[src/rtl/mem_stage.sv]
// Memory-access pipeline stage: one load/store per instruction over req/gnt/rvalid, load alignment/extension, registered write-back.
// Optional MEM_MISALIGN_CHECK_EN: misaligned half/word accesses are dropped and flagged on misalign_o.
module mem_stage #(
  parameter int DATA_WIDTH     = 32,
  parameter int ADDR_WIDTH     = 32,
  parameter int REG_ADDR_WIDTH = 5
) (
  input  logic                      clk_i,
  input  logic                      rst_i,
  input  logic                      ex_valid_i,
  output logic                      ex_ready_o,
  input  logic [DATA_WIDTH-1:0]     ex_alu_result_i,
  input  logic [DATA_WIDTH-1:0]     ex_store_data_i,
  input  logic [1:0]                ex_mem_op_i,
  input  logic [1:0]                ex_mem_size_i,
  input  logic                      ex_mem_unsigned_i,
  input  logic [REG_ADDR_WIDTH-1:0] ex_rd_i,
  input  logic                      ex_rd_we_i,
  output logic                      data_req_o,
  input  logic                      data_gnt_i,
  output logic [ADDR_WIDTH-1:0]     data_addr_o,
  output logic                      data_we_o,
  output logic [3:0]                data_be_o,
  output logic [DATA_WIDTH-1:0]     data_wdata_o,
  input  logic                      data_rvalid_i,
  input  logic [DATA_WIDTH-1:0]     data_rdata_i,
  output logic                      wb_valid_o,
  output logic [REG_ADDR_WIDTH-1:0] wb_rd_o,
  output logic                      wb_we_o,
  output logic [DATA_WIDTH-1:0]     wb_data_o,
  output logic                      misalign_o
);

  typedef enum logic [1:0] {IDLE, REQ, RESP} state_e;

  state_e                    state_q, state_d;
  logic [1:0]                off_q;
  logic [1:0]                size_q;
  logic                      uns_q;
  logic [REG_ADDR_WIDTH-1:0] rd_q;
  logic                      rd_we_q;

  logic                      is_mem;
  logic                      misaligned;
  logic [1:0]                in_off;
  logic [3:0]                be_in;
  logic [DATA_WIDTH-1:0]     wdata_in;
  logic [DATA_WIDTH-1:0]     shifted;
  logic [DATA_WIDTH-1:0]     load_data;

  assign is_mem = (ex_mem_op_i == 2'd1) || (ex_mem_op_i == 2'd2);

`ifdef MEM_MISALIGN_CHECK_EN
  assign misaligned = is_mem &&
                      (((ex_mem_size_i == 2'd1) && ex_alu_result_i[0]) ||
                       (ex_mem_size_i[1] && (ex_alu_result_i[1:0] != 2'b00)));
`else
  assign misaligned = 1'b0;
`endif

  // Lane offset: halves use addr[1] only, words always start at lane 0.
  always_comb begin
    in_off   = 2'b00;
    be_in    = 4'b1111;
    wdata_in = ex_store_data_i;
    case (ex_mem_size_i)
      2'd0: begin
        in_off   = ex_alu_result_i[1:0];
        be_in    = 4'b0001 << ex_alu_result_i[1:0];
        wdata_in = {4{ex_store_data_i[7:0]}};
      end
      2'd1: begin
        in_off   = {ex_alu_result_i[1], 1'b0};
        be_in    = 4'b0011 << {ex_alu_result_i[1], 1'b0};
        wdata_in = {2{ex_store_data_i[15:0]}};
      end
      default: ;
    endcase
  end

  assign shifted = data_rdata_i >> {off_q, 3'b000};

  always_comb begin
    load_data = data_rdata_i;
    case (size_q)
      2'd0: load_data = {{(DATA_WIDTH-8){shifted[7] & ~uns_q}}, shifted[7:0]};
      2'd1: load_data = {{(DATA_WIDTH-16){shifted[15] & ~uns_q}}, shifted[15:0]};
      default: ;
    endcase
  end

  always_ff @(posedge clk_i) begin
    if (rst_i) state_q <= IDLE;
    else       state_q <= state_d;
  end

  always_comb begin
    state_d = state_q;
    case (state_q)
      IDLE: if (ex_valid_i && is_mem && !misaligned) state_d = REQ;
      REQ:  if (data_gnt_i) state_d = data_we_o ? IDLE : RESP;
      RESP: if (data_rvalid_i) state_d = IDLE;
      default: state_d = IDLE;
    endcase
  end

  always_comb begin
    ex_ready_o = (state_q == IDLE);
    data_req_o = (state_q == REQ);
  end

  always_ff @(posedge clk_i) begin
    if (rst_i) begin
      data_addr_o  <= '0;
      data_we_o    <= 1'b0;
      data_be_o    <= '0;
      data_wdata_o <= '0;
      off_q        <= '0;
      size_q       <= '0;
      uns_q        <= 1'b0;
      rd_q         <= '0;
      rd_we_q      <= 1'b0;
      wb_valid_o   <= 1'b0;
      wb_rd_o      <= '0;
      wb_we_o      <= 1'b0;
      wb_data_o    <= '0;
      misalign_o   <= 1'b0;
    end else begin
      wb_valid_o <= 1'b0;
      misalign_o <= 1'b0;
      case (state_q)
        IDLE: if (ex_valid_i) begin
          if (!is_mem) begin
            wb_valid_o <= 1'b1;
            wb_data_o  <= ex_alu_result_i;
            wb_rd_o    <= ex_rd_i;
            wb_we_o    <= ex_rd_we_i;
          end else if (misaligned) begin
            wb_valid_o <= 1'b1;
            wb_rd_o    <= ex_rd_i;
            wb_we_o    <= 1'b0;
            misalign_o <= 1'b1;
          end else begin
            data_addr_o  <= {ex_alu_result_i[ADDR_WIDTH-1:2], 2'b00};
            data_we_o    <= (ex_mem_op_i == 2'd2);
            data_be_o    <= be_in;
            data_wdata_o <= wdata_in;
            off_q        <= in_off;
            size_q       <= ex_mem_size_i;
            uns_q        <= ex_mem_unsigned_i;
            rd_q         <= ex_rd_i;
            rd_we_q      <= ex_rd_we_i;
          end
        end
        REQ: if (data_gnt_i && data_we_o) begin
          wb_valid_o <= 1'b1;
          wb_rd_o    <= rd_q;
          wb_we_o    <= 1'b0;
        end
        RESP: if (data_rvalid_i) begin
          wb_valid_o <= 1'b1;
          wb_rd_o    <= rd_q;
          wb_we_o    <= rd_we_q;
          wb_data_o  <= load_data;
        end
        default: ;
      endcase
    end
  end

endmodule

[config.mk]
export PLATFORM = sky130hd
export DESIGN_NAME = mem_stage
export DESIGN_NICKNAME = d
export VERILOG_FILES = /design/src/rtl/mem_stage.sv
export SDC_FILE = /design/constraint.sdc
export NUM_CORES = 1
export LEC_CHECK = 0
export ABC_AREA = 1
export CAP_MARGIN = 20
export CELL_PAD_IN_SITES_DETAIL_PLACEMENT = 1
export CELL_PAD_IN_SITES_GLOBAL_PLACEMENT = 2
export CORE_MARGIN = 4
export CORE_UTILIZATION = 21
export CTS_BUF_LIST = sky130_fd_sc_hd__clkbuf_4 sky130_fd_sc_hd__clkbuf_8
export CTS_CLUSTER_DIAMETER = 100
export DETAILED_ROUTE_END_ITERATION = 12
export GPL_TIMING_DRIVEN = 0
export PLACE_DENSITY_LB_ADDON = 0.1
export SKIP_CTS_REPAIR_TIMING = 1
export SLEW_MARGIN = 15
export SYNTH_ARGS = -nofsm -noshare
export SYNTH_HDL_FRONTEND = slang
export SYNTH_SLANG_ARGS = --single-unit
[constraint.sdc]
create_clock -name clk_i -period 1.8 [get_ports clk_i]
set_clock_uncertainty 0.2 [all_clocks]
set_input_delay 0.27 -clock clk_i [delete_from_list [all_inputs] [get_ports clk_i]]
set_output_delay 0.27 -clock clk_i [all_outputs]
set_load 0.03 [all_outputs]
==> After elaboration in Yosys (flattened, before gate mapping) <==
Cells that the tools add are included.
{ "word_totals": {"in_bits": 112, "output_inout_bits": 111, "word_cells": 72, "register_bits": 119} }
{ "op_classes": {"mux": 28, "n_shift": 3, "bitwise": 3, "n_eq_ne": 12, "n_reduce_logical": 12} }
{ "ops": {"columns": ["operator", "n"], "rows": [
  ["$pmux W32 S2", 3],
  ["$mux W32", 3],
  ["$shr A32 B5 Y16", 1],
  ["$mux W5", 4],
  ["$pmux W5 S3", 1],
  ["$eq A2 B1 Y1 const B", 4],
  ["$mux W1", 8],
  ["$mux W2", 4],
  ["$pmux W4 S2", 1],
  ["$logic_not A2 Y1", 3],
  ["$ne A2 B1 Y1 const B", 3],
  ["$ne A2 B2 Y1 const B", 3],
  ["$pmux W1 S3", 2],
  ["$pmux W2 S3", 1],
  ["$reduce_and A3 Y1", 2],
  ["$reduce_and A5 Y1", 1],
  ["$eq A2 B2 Y1 const B", 2],
  ["$pmux W2 S2", 1],
  ["$reduce_and A4 Y1", 1],
  ["$shl A1 B2 Y4 const A", 1],
  ["$shl A2 B2 Y4 const A", 1],
  ["$reduce_bool A3 Y1", 1],
  ["$and A1 B1 Y1", 2],
  ["$logic_and A1 B1 Y1", 2],
  ["3 further kinds", 3]
]} }

==> Logic depth before layout (Yosys ltp) <==
Gate-level depths: netlist (run 1).
{ "logic_depth": {"word_depth": 5, "depth_mapped": 13, "depth_no_buf": 10} }

==> Worst setup path before layout (run 1) <==
Ideal clock, no wire load.
{ "synth_path": {"path_type": "reg2reg", "startpoint": "register state_q[0]", "endpoint": "register wb_data_o[14]", "path_stages_with_launch": 13, "arrival_time_ps": 1651, "required_ps": 1468, "path_slack_ps": -183, "period_less_slack_ps": 1983, "n_path_buf": 2, "setup_ps": 132, "path_cell_list": "dfxtp_1 inv_1 ha_1 inv_2 o21ai_2 inv_2 and2_1 buf_6 inv_2 buf_6 nor2_1 nand2_1 a21oi_1"} }
{ "synth_via": {"elab_chain_len": 3, "elab_cells_between_ends": 8, "cone_classes": "eq/ne (4); mux (1); reduce/logical (3)"} }
{ "synth_lines": {"columns": ["element", "line_no", "rtl"], "rows": [
  ["start, declared", "36", "state_e state_q, state_d;"],
  ["start signal, assigned", "94", "else state_q <= state_d;"],
  ["$logic_not A2 Y1 (*)", null, null],
  ["net ex_ready_o", "11", "output logic ex_ready_o,"],
  ["$ne A2 B2 Y1 (no line) or $reduce_bool A2 Y1 (tied branches)", null, null],
  ["$reduce_and A4 Y1 (no line)", null, null],
  ["end signal, assigned", "135", "wb_data_o <= ex_alu_result_i;"],
  ["end signal, assigned", "164", "wb_data_o <= load_data;"],
  ["end, declared", "30", "output logic [DATA_WIDTH-1:0] wb_data_o,"]
]} }
Mark *: on every way through the listed nets, which the timed path passes. The rest lies on a longest branch.
A chain may end at the register's enable or synchronous reset.

==> Worst setup path in the final report (run 1) <==
{ "layout_path": {"startpoint": "register state_q[0]", "endpoint": "register wb_data_o[11]"} }
{ "layout_via": {"elab_chain_len": 3, "elab_cells_between_ends": 8, "cone_classes": "eq/ne (4); mux (1); reduce/logical (3)"} }
{ "layout_lines": {"columns": ["element", "line_no", "rtl"], "rows": [
  ["$eq A2 B2 Y1 or $logic_not A2 Y1 (tied branches)", "131", "case (state_q)"],
  ["$ne A2 B2 Y1 (no line) or $reduce_bool A2 Y1 (tied branches)", null, null],
  ["$reduce_and A4 Y1 (no line)", null, null]
]} }
Parallel ways exist; a longest one is shown, timed or not.

==> impl_metrics.yaml, run 1 <==
status:
  status: "finished, violations left"
  violations: "negative setup slack"
global_routing:
  grt_antenna_before_repair: 1
  grt_max_degree: 17
  use_met2: 0.300
  grtUsageMet1: 0.232
  grt_first_pass_wirelength_mm: 41.9
  grt_use_total: 0.180
  grt_pass1_vias: 6832
  gr-total-overflow: 0
  use_met3: 0.0577
  grt_busiest_layer: "met2"
die:
  dieArea_um2: 29900
  die_h_um: 173
  die_w_um: 173
  core_um2: 26900
  rows: 60
  io-pin-count: 223
  initial_core_util: 0.212
finish:
  syn2layout_area_growth_pct: 81.8
  antenna_cells: 0
  nNetsFinal: 1203
  final_area_um2: 10400
  final_core_util: 0.386
  drive_above_1_share: 0.259
power_and_ir_drop:
  swShare: 0.445
  power_leakage_nw: 5.71
  power_switching_mw: 6.91
  ir_drop_mv: 0.468
  pwr-share-clk: 0.174
  pwr-share-seq: 0.246
  p_per_area_nw_per_um2: 1500
  intPower_mw: 8.62
  combPwrFrac: 0.580
placement:
  io_buffers: 219
  place_hpwl_mm: 21.7
  placed_cell_area_um2: 8370
  routabilityCongestion: 0.774
synthesis:
  ys_top_cells_by_area: "dfxtp_1, a21oi_1, nand2_1, o21ai_0, nor2_1"
  yosysWarnings: 0
  synth_seq_cells: 119
  synth_top_area_cell: "dfxtp_1"
  synth.avg_cell_area_um2: 7.02
  yosysMostFrequentCell: "nand2_1"
  yosysSeqAreaShare: 0.417
  synth_cell_type_count: 34
  synth_commonest_cells: "nand2_1, a21oi_1, dfxtp_1, nor2_1, o21ai_0"
  synth_flop_cell: "dfxtp_1"
  synth_area_um2: 5710
  ys_async_sr_fraction: 0
  synth_top_area_frac: 0.417
  synth-edff-count: 0
  syn-instance-count: 813
sta:
  period_minus_slack_ns: 1.94
  drv_slew: 0
  setup_viol: 54
  hold_violations: 0
  fin_crit_sh: 1.08
  setup_tns_ns: -2.33
  slew_headroom: 0.489
  rsz0062_at_grt: "true"
  final.setup.worst_slack_ns: -0.142
  tightest_slew_ns: 0.767
  maxClockFrequency_ghz: 0.515
setup_path:
  worst_setup_path_end_kind: "flip-flop"
  path_max_fanout: 6
  reg2regPathDepth: 12
  start_kind: "flip-flop"
  worstSetupPathType: "flip-flop to flip-flop"
  r2r_start: "state_q[0]"
  cp.arrival_ns: 2.10
  startpoint: "state_q[0]"
  crit_end: "wb_data_o[11]"
  ff2ff_setup_slack_ns: -0.14
  reg2reg_to: "wb_data_o[11]"
  cp.required_ns: 1.96
drt:
  drt_iter0_drc: 218
  vias: 6547
  drc: 0
  firstDrtPassIters: 4
  avgViaCountPerCell: 4.55
  postRouteAntennaNets: 0
  wl_mm: 29.1
  wl_per_cell_um: 20.2
hold_path:
  min_from: "ex_store_data_i[24]"
  hp-class: "primary input to flip-flop"
clock_network:
  cts_buffer_depth: 2
  clkSinkCount: 119
  cts_tree: "built"
  h-tree-depth: 4
  cts-root-buf: "clkbuf_8"
  cts-buffers-inserted: 17
  clk_pin_slew_ns: 0.08
  clock_latency_ns: 0.44
job:
  max_cap_viol_count: 0
## layer usage
layer	share of wire	vias to the layer above
met5	0.00041	-
met4	0.010	2
met3	0.063	15
met2	0.48	152
met1	0.45	3122
li1	-	3256
## flip-flops by register name (all words and copies together) (netlist names), 2 cells and up
name and count:
data_wdata_o 32, wb_data_o 32, data_addr_o 30, rd_q 5, wb_rd_o 5, data_be_o 4
off_q 2, size_q 2, state_q 2
## worst min path at each step
| stage | endpoint | slack (ns) | cells past startpoint |
|---|---|---|---|
| 4_1_cts | data_wdata_o[24] | 0.16 | 3 |
| 3_5_place_dp | wb_data_o[14] | 0.25 | 2 |
| 5_1_grt | data_wdata_o[24] | 0.18 | 3 |
| 2_1_floorplan | data_addr_o[10] | 0.20 | 2 |
| 3_3_place_gp | data_wdata_o[4] | 0.25 | 2 |
| 6_report | data_wdata_o[24] | 0.20 | 3 |
## critical path, stage by stage, from the launching register on
cell and delay (ns):
dfxtp_2 0.36, inv_4 0.06, ha_4 0.15, buf_8 0.13, nand2_4 0.07, o21ai_4 0.06
inv_2 0.06, and2_4 0.24, inv_6 0.07, clkbuf_16 0.17, nor2_4 0.08, nand2_1 0.06
a21oi_1 0.14
## through the flow
stage          hold WS [ns]  std cells  power [mW]  setup WS, ns
6_report              0.196       1439        15.5        -0.142
5_1_grt               0.182       1439        16.5        -0.209
4_1_cts               0.162       1406        13.6        -0.507
3_5_place_dp          0.254       1375        10.9        -0.902
3_3_place_gp          0.252       1375        10.8        -0.882
2_1_floorplan         0.205        815        7.90        0.0114
## kinds of logic after synthesis
kind of cell    count (synthesis)  share of synthesized area
simple gates                  289                      0.222
buf+inv                       123                     0.0962
fa+ha+maj                       5                     0.0110
compound gates                276                      0.253
flops                         119                      0.417
other cells                     1                   0.000657
## final cells by class
cell class | count | area (um^2)
Buffer | 58 | 531
Clock buffer | 18 | 248
Clock inverter | 13 | 173
Fill cell | 3162 | 16500
Inverter | 64 | 275
Multi-Input combinational cell | 573 | 3360
Sequential cell | 119 | 2390
Tap cell | 341 | 427
Timing Repair Buffer | 253 | 2980
## power groups by stage
stage          Clock [mW]  Sequential, mW  Combinational [mW]
2_1_floorplan           0            5.04                2.86
3_3_place_gp            0            3.83                6.99
3_5_place_dp            0            3.83                7.03
4_1_cts              2.80            3.79                7.06
5_1_grt              2.91            3.93                9.66
6_report             2.70            3.83                9.01
## placed cells by master, fill, tap and decap left out, types with 16 or more instances in the layout
cell,n
nor2_1,56
nand3_1,22
inv_1,49
clkdlybuf4s50_1,111
a21oi_2,34
buf_6,20
a21oi_1,93
nand2_1,139
o21ai_2,33
clkbuf_8,18
o21ai_0,63
buf_4,16
dlymetal6s2s_1,106
dfxtp_1,117
o21ai_1,24
No activity file was read; power rests on OpenSTA's default activity.
==> run 2: changes to the inputs <==
--- a/config.mk
+++ b/config.mk
@@ -13,8 +13,8 @@
 export CORE_UTILIZATION = 21
 export CTS_BUF_LIST = sky130_fd_sc_hd__clkbuf_4 sky130_fd_sc_hd__clkbuf_8
 export CTS_CLUSTER_DIAMETER = 100
+export CTS_CLUSTER_SIZE = 10
 export DETAILED_ROUTE_END_ITERATION = 12
-export GPL_TIMING_DRIVEN = 0
 export PLACE_DENSITY_LB_ADDON = 0.1
 export SKIP_CTS_REPAIR_TIMING = 1
 export SLEW_MARGIN = 15
==> run 2 against run 1 <==
Against the previous run:
- the flow still finishes with violations (negative setup slack)
- flip-flop and latch count did not move
- non-clock buffer count increased by 1
- cell area rose by 2.5%
- critical path depth is 2 lower
- register-to-register slack improved by 0.04 ns
- count of clock-buffer cells in the layout is 4 higher
- hold slack better by 0.0016 ns
- sequential share of layout area is 0.50 points lower
- sequential power hardly changed
- core utilization increased by 0.96 points
- largest power group unchanged
- highest routed layer unchanged
==> impl_metrics.yaml, run 2 (synthesis gave the netlist of run 1 again) <==
power_and_ir_drop:
  p_per_area_nw_per_um2: 1480
  pwr-share-clk: 0.191
  power_switching_mw: 6.72
  swShare: 0.426
  ir_drop_mv: 0.440
  intPower_mw: 9.04
  pwr-share-seq: 0.244
  combPwrFrac: 0.564
  power_leakage_nw: 5.84
  power_mw: 15.8
placement:
  placed_cell_area_um2: 8710
  place_hpwl_mm: 19.5
  routabilityCongestion: 0.748
  io_buffers: 219
sta:
  period_minus_slack_ns: 1.90
  maxClockFrequency_ghz: 0.526
  fin_crit_sh: 1.06
  rsz0062_at_grt: "true"
  final.setup.worst_slack_ns: -0.100
  setup_viol: 58
  drv_slew: 0
  worst_hold_slack_ns: 0.197
  hold_violations: 0
  setup_tns_ns: -1.59
clock_network:
  cts-root-buf: "clkbuf_8"
  clkSinkCount: 119
  clk_pin_slew_ns: 0.09
  cts_buffer_depth: 2
  cts-buffers-inserted: 17
  cts_tree: "built"
  h-tree-depth: 4
  clock_latency_ns: 0.43
job:
  max_cap_viol_count: 0
finish:
  syn2layout_area_growth_pct: 86.3
  multi_input_comb_area_um2: 3470
  final_common_cell: "nand2_1"
  nNetsFinal: 1204
  layout.area.seq_um2: 2390
  drive_above_1_share: 0.277
  antenna_cells: 0
  layout_common_cells: "nand2_1, dfxtp_1, clkdlybuf4s50_1, dlymetal6s2s_1, a21oi_1"
  final_core_util: 0.396
  final_area_um2: 10600
  nFillCells: 3153
  reg_top3: "data_wdata_o: 32 flops, wb_data_o: 32 flops, data_addr_o: 30 flops"
die:
  io-pin-count: 223
  die_h_um: 173
  dieArea_um2: 29900
  die_w_um: 173
  core_um2: 26900
  rows: 60
  initial_core_util: 0.212
setup_path:
  critPathMaxStageDelay_ns: 0.37
  crit_buf_inv: 5
  worst_setup_path_end_kind: "flip-flop"
  crit_family: "buffers and inverters"
  worstSetupPathType: "flip-flop to flip-flop"
  path_max_fanout: 5
  cpMostUsedCell: "nor2_4"
  cp_slowest_cell: "dfxtp_4"
  start_kind: "flip-flop"
  cp.required_ns: 1.94
  path_cells: "inv_6 > ha_4 > nand2_4 > nor2_4 > clkinv_4 > buf_12 > buf_6 > buf_8 > nor2_4 > nor2_2"
  cp.arrival_ns: 2.04
drt:
  firstDrtPassIters: 4
  drc: 0
  postRouteAntennaNets: 0
  wl_mm: 27.7
  wl_per_cell_um: 19.2
  vias: 6501
  drt_iter0_drc: 242
  avgViaCountPerCell: 4.51
global_routing:
  grt_max_degree: 35
  grt_use_total: 0.165
  gr-total-overflow: 0
  grt_pass1_vias: 6529
  grt_antenna_before_repair: 2
  grt_first_pass_wirelength_mm: 38.7
hold_path:
  hp-class: "primary input to flip-flop"
status:
  status: "finished, violations left"
  violations: "negative setup slack"
[run 2: metal layers]
layer  vias up  share of wire  GRT usage
met1      3080           0.45      0.216
met3        20          0.063     0.0549
met2       147           0.48      0.264
li1       3250              -          -
met5         -        0.00072          0
met4         4         0.0086     0.0353
[run 2: power by group through the flow]
stage / clock (mW) / combinational [mW] / sequential [mW]
3_5_place_dp: 0 / 7.33 / 3.84
6_report: 3.02 / 8.89 / 3.85
4_1_cts: 3.13 / 7.36 / 3.80
3_3_place_gp: 0 / 7.31 / 3.85
5_1_grt: 3.25 / 9.56 / 3.96
2_1_floorplan: 0 / 2.86 / 5.04
[run 2: area by class of cell]
| type | count | share of cell area |
|---|---|---|
| clock buffers | 22 | 0.0279 |
| clock inverters | 10 | 0.0179 |
| inverters | 64 | 0.0254 |
| multi-input cells | 573 | 0.326 |
| flip-flops and latches | 119 | 0.225 |
| well taps | 341 | 0.0401 |
| repair buffers | 312 | 0.337 |
[run 2: final timing paths]
path,start,to,slack (ns),cells past startpoint
worst max register to register,state_q[0],data_addr_o[18],-0.1,10
worst max-delay path,state_q[0],data_addr_o[18],-0.1,10
worst min-delay path,ex_rd_i[2],rd_q[2],0.20,3
worst min register to register,wb_data_o[13],wb_data_o[13],0.27,2
[run 2: metrics by stage]
step	cells	setup WS, ns
after floorplan	815	0.0114
after global placement	1385	-0.459
after detailed placement	1385	-0.550
after CTS	1417	-0.275
after global routing	1441	-0.171
final	1441	-0.100
[run 2: worst register-to-register path, delay by kind of cell, from the launching register on]
family,cells,cell delay [ns]
flops,1,0.37
buf+inv,5,0.62
simple gates,4,0.42
fa+ha+maj,1,0.19
==> run 3: changes to the inputs <==
==> constraint.sdc (replaced) <==
create_clock -name clk_i -period 1.8 [get_ports clk_i]
set_clock_uncertainty 0.2 [all_clocks]
set_input_delay 0.27 -clock clk_i [delete_from_list [all_inputs] [get_ports clk_i]]
set_output_delay 0.27 -clock clk_i [all_outputs]
set_load 0.01 [all_outputs]
==> run 3 against run 2 <==
Against the previous run:
- the run still ends with negative setup slack left
- setup slack improved by 0.036 ns
- hold slack better by 0.0023 ns
- cell area decreased by 0.69%
- global-route usage up 0.38 points
- clock power shrank 15%
- sequential power about the same
- register-to-register slack better by 0.04 ns
- critical path depth is the same
- combinational power decreased by 12%
- fmax increased by 1.9%
- core utilization decreased by 0.27 points
- critical path type unchanged
- largest cell class unchanged
- largest power group unchanged
==> impl_metrics.yaml, run 3 (synthesis gave the netlist of run 1 again) <==
drt:
  wl_per_cell_um: 18.7
  firstDrtPassIters: 4
  vias: 6596
  postRouteAntennaNets: 0
  drc: 0
  wl_mm: 27.3
  drt_iter0_drc: 301
  avgViaCountPerCell: 4.52
die:
  core_um2: 26900
  io-pin-count: 223
  die_w_um: 173
  initial_core_util: 0.212
  dieArea_um2: 29900
  die_h_um: 173
  rows: 60
global_routing:
  gr-total-overflow: 0
  grt_max_degree: 41
  grt_pass1_vias: 6867
  grt_antenna_before_repair: 1
  grt_first_pass_wirelength_mm: 39.8
  grt_use_total: 0.168
clock_network:
  h-tree-depth: 4
  clkSinkCount: 119
  cts_tree: "built"
  cts-root-buf: "clkbuf_8"
  clk_pin_slew_ns: 0.09
  cts_buffer_depth: 2
  clock_latency_ns: 0.45
  cts-buffers-inserted: 17
setup_path:
  crit_buf_inv: 5
  start_kind: "flip-flop"
  crit_family: "buffers and inverters"
  path_cells: "inv_4 > ha_4 > nand2_4 > nor2_4 > buf_4 > buf_6 > buf_4 > clkbuf_16 > o21ai_0 > a21oi_1"
  r2r_start: "state_q[1]"
  ff2ff_setup_slack_ns: -0.06
  critPathMaxStageDelay_ns: 0.38
  cp.required_ns: 1.97
  worst_setup_path_end_kind: "flip-flop"
  worstSetupPathType: "flip-flop to flip-flop"
  reg2reg_to: "data_addr_o[29]"
  reg2regPathDepth: 10
  cp.arrival_ns: 2.04
  cpMostUsedCell: "buf_4"
  cp_slowest_cell: "dfxtp_4"
  path_max_fanout: 6
placement:
  place_hpwl_mm: 19.7
  io_buffers: 219
  placed_cell_area_um2: 8790
  routabilityCongestion: 0.768
sta:
  final.setup.worst_slack_ns: -0.0642
  maxClockFrequency_ghz: 0.536
  worst_hold_slack_ns: 0.200
  drv_slew: 0
  fin_crit_sh: 1.04
  period_minus_slack_ns: 1.86
  setup_viol: 29
  rsz0062_at_grt: "true"
  hold_violations: 0
finish:
  layout.area.seq_um2: 2390
  nFillCells: 3158
  multi_input_comb_area_um2: 3320
  drive_above_1_share: 0.273
  final_area_um2: 10600
  reg_top3: "data_wdata_o: 32 flops, wb_data_o: 32 flops, data_addr_o: 30 flops"
  layout_common_cells: "nand2_1, dfxtp_1, clkdlybuf4s50_1, dlymetal6s2s_1, a21oi_1"
  final_common_cell: "nand2_1"
  nNetsFinal: 1220
  syn2layout_area_growth_pct: 85.0
  final_core_util: 0.393
hold_path:
  whs_path_depth: 3
  min_from: "ex_alu_result_i[28]"
  min_to: "data_addr_o[28]"
  hp-class: "primary input to flip-flop"
status:
  status: "finished, violations left"
  violations: "negative setup slack"
power_and_ir_drop:
  pwr-share-seq: 0.268
  power_leakage_nw: 5.85
  ir_drop_mv: 0.428
  power_switching_mw: 5.71
  combPwrFrac: 0.551
  intPower_mw: 8.52
  p_per_area_nw_per_um2: 1350
  pwr-share-clk: 0.181
  swShare: 0.401
job:
  max_cap_viol_count: 0
==> run 3: through the flow <==
step                setup TNS [ns]  setup WS [ns]  cells  total power [mW]
global route                 -6.93         -0.148   1457              15.3
floorplan                        0        0.00703    815              6.79
CTS                         -12.21         -0.513   1431              12.8
global placement            -47.31         -0.501   1399              10.1
detailed placement          -50.10         -0.546   1399              10.1
finish                      -0.688        -0.0642   1458              14.2
==> run 3: power by group through the flow <==
stage          registers [mW]  clock network (mW)  logic (mW)
6_report                 3.82                2.57        7.84
3_5_place_dp             3.83                   0        6.29
5_1_grt                  3.93                2.80        8.51
4_1_cts                  3.79                2.69        6.32
3_3_place_gp             3.83                   0        6.24
2_1_floorplan            4.06                   0        2.73
==> run 3: layer usage <==
layer | up-vias | track usage | wire length [um]
met4 | 2 | 0.0319 | 147
met3 | 11 | 0.0542 | 1690
met2 | 140 | 0.279 | 13100
met1 | 3159 | 0.217 | 12300
li1 | 3284 | - | -
met5 | - | 0 | 11
==> run 3: how the worst max path moves through the flow <==
stage / endpoint / depth (start not counted) / slack (ns) / start
final: data_addr_o[29] / 10 / -0.06 / state_q[1]
after global routing: wb_data_o[12] / 11 / -0.15 / state_q[1]
after CTS: ex_ready_o / 4 / -0.51 / state_q[1]
after detailed placement: wb_data_o[9] / 11 / -0.55 / ex_mem_op_i[0]
after global placement: wb_data_o[10] / 11 / -0.50 / ex_mem_op_i[0]
after floorplan: wb_data_o[4] / 12 / 0.007 / state_q[0]
==> run 3: final cells by class <==
class | instances | area share
clock buffers | 19 | 0.0242
inverters | 64 | 0.0256
flip-flops and latches | 119 | 0.227
multi-input cells | 573 | 0.314
clock inverters | 13 | 0.0136
repair buffers | 328 | 0.355
diodes | 1 | 0.000237
well taps | 341 | 0.0404
==> run 3: worst reg2reg max path, delay by kind of cell (launching register included) <==
family / cells / cell delay, ns
compound gates: 2 / 0.20
fa+ha+maj: 1 / 0.18
buf+inv: 5 / 0.58
flops: 1 / 0.38
simple gates: 2 / 0.24
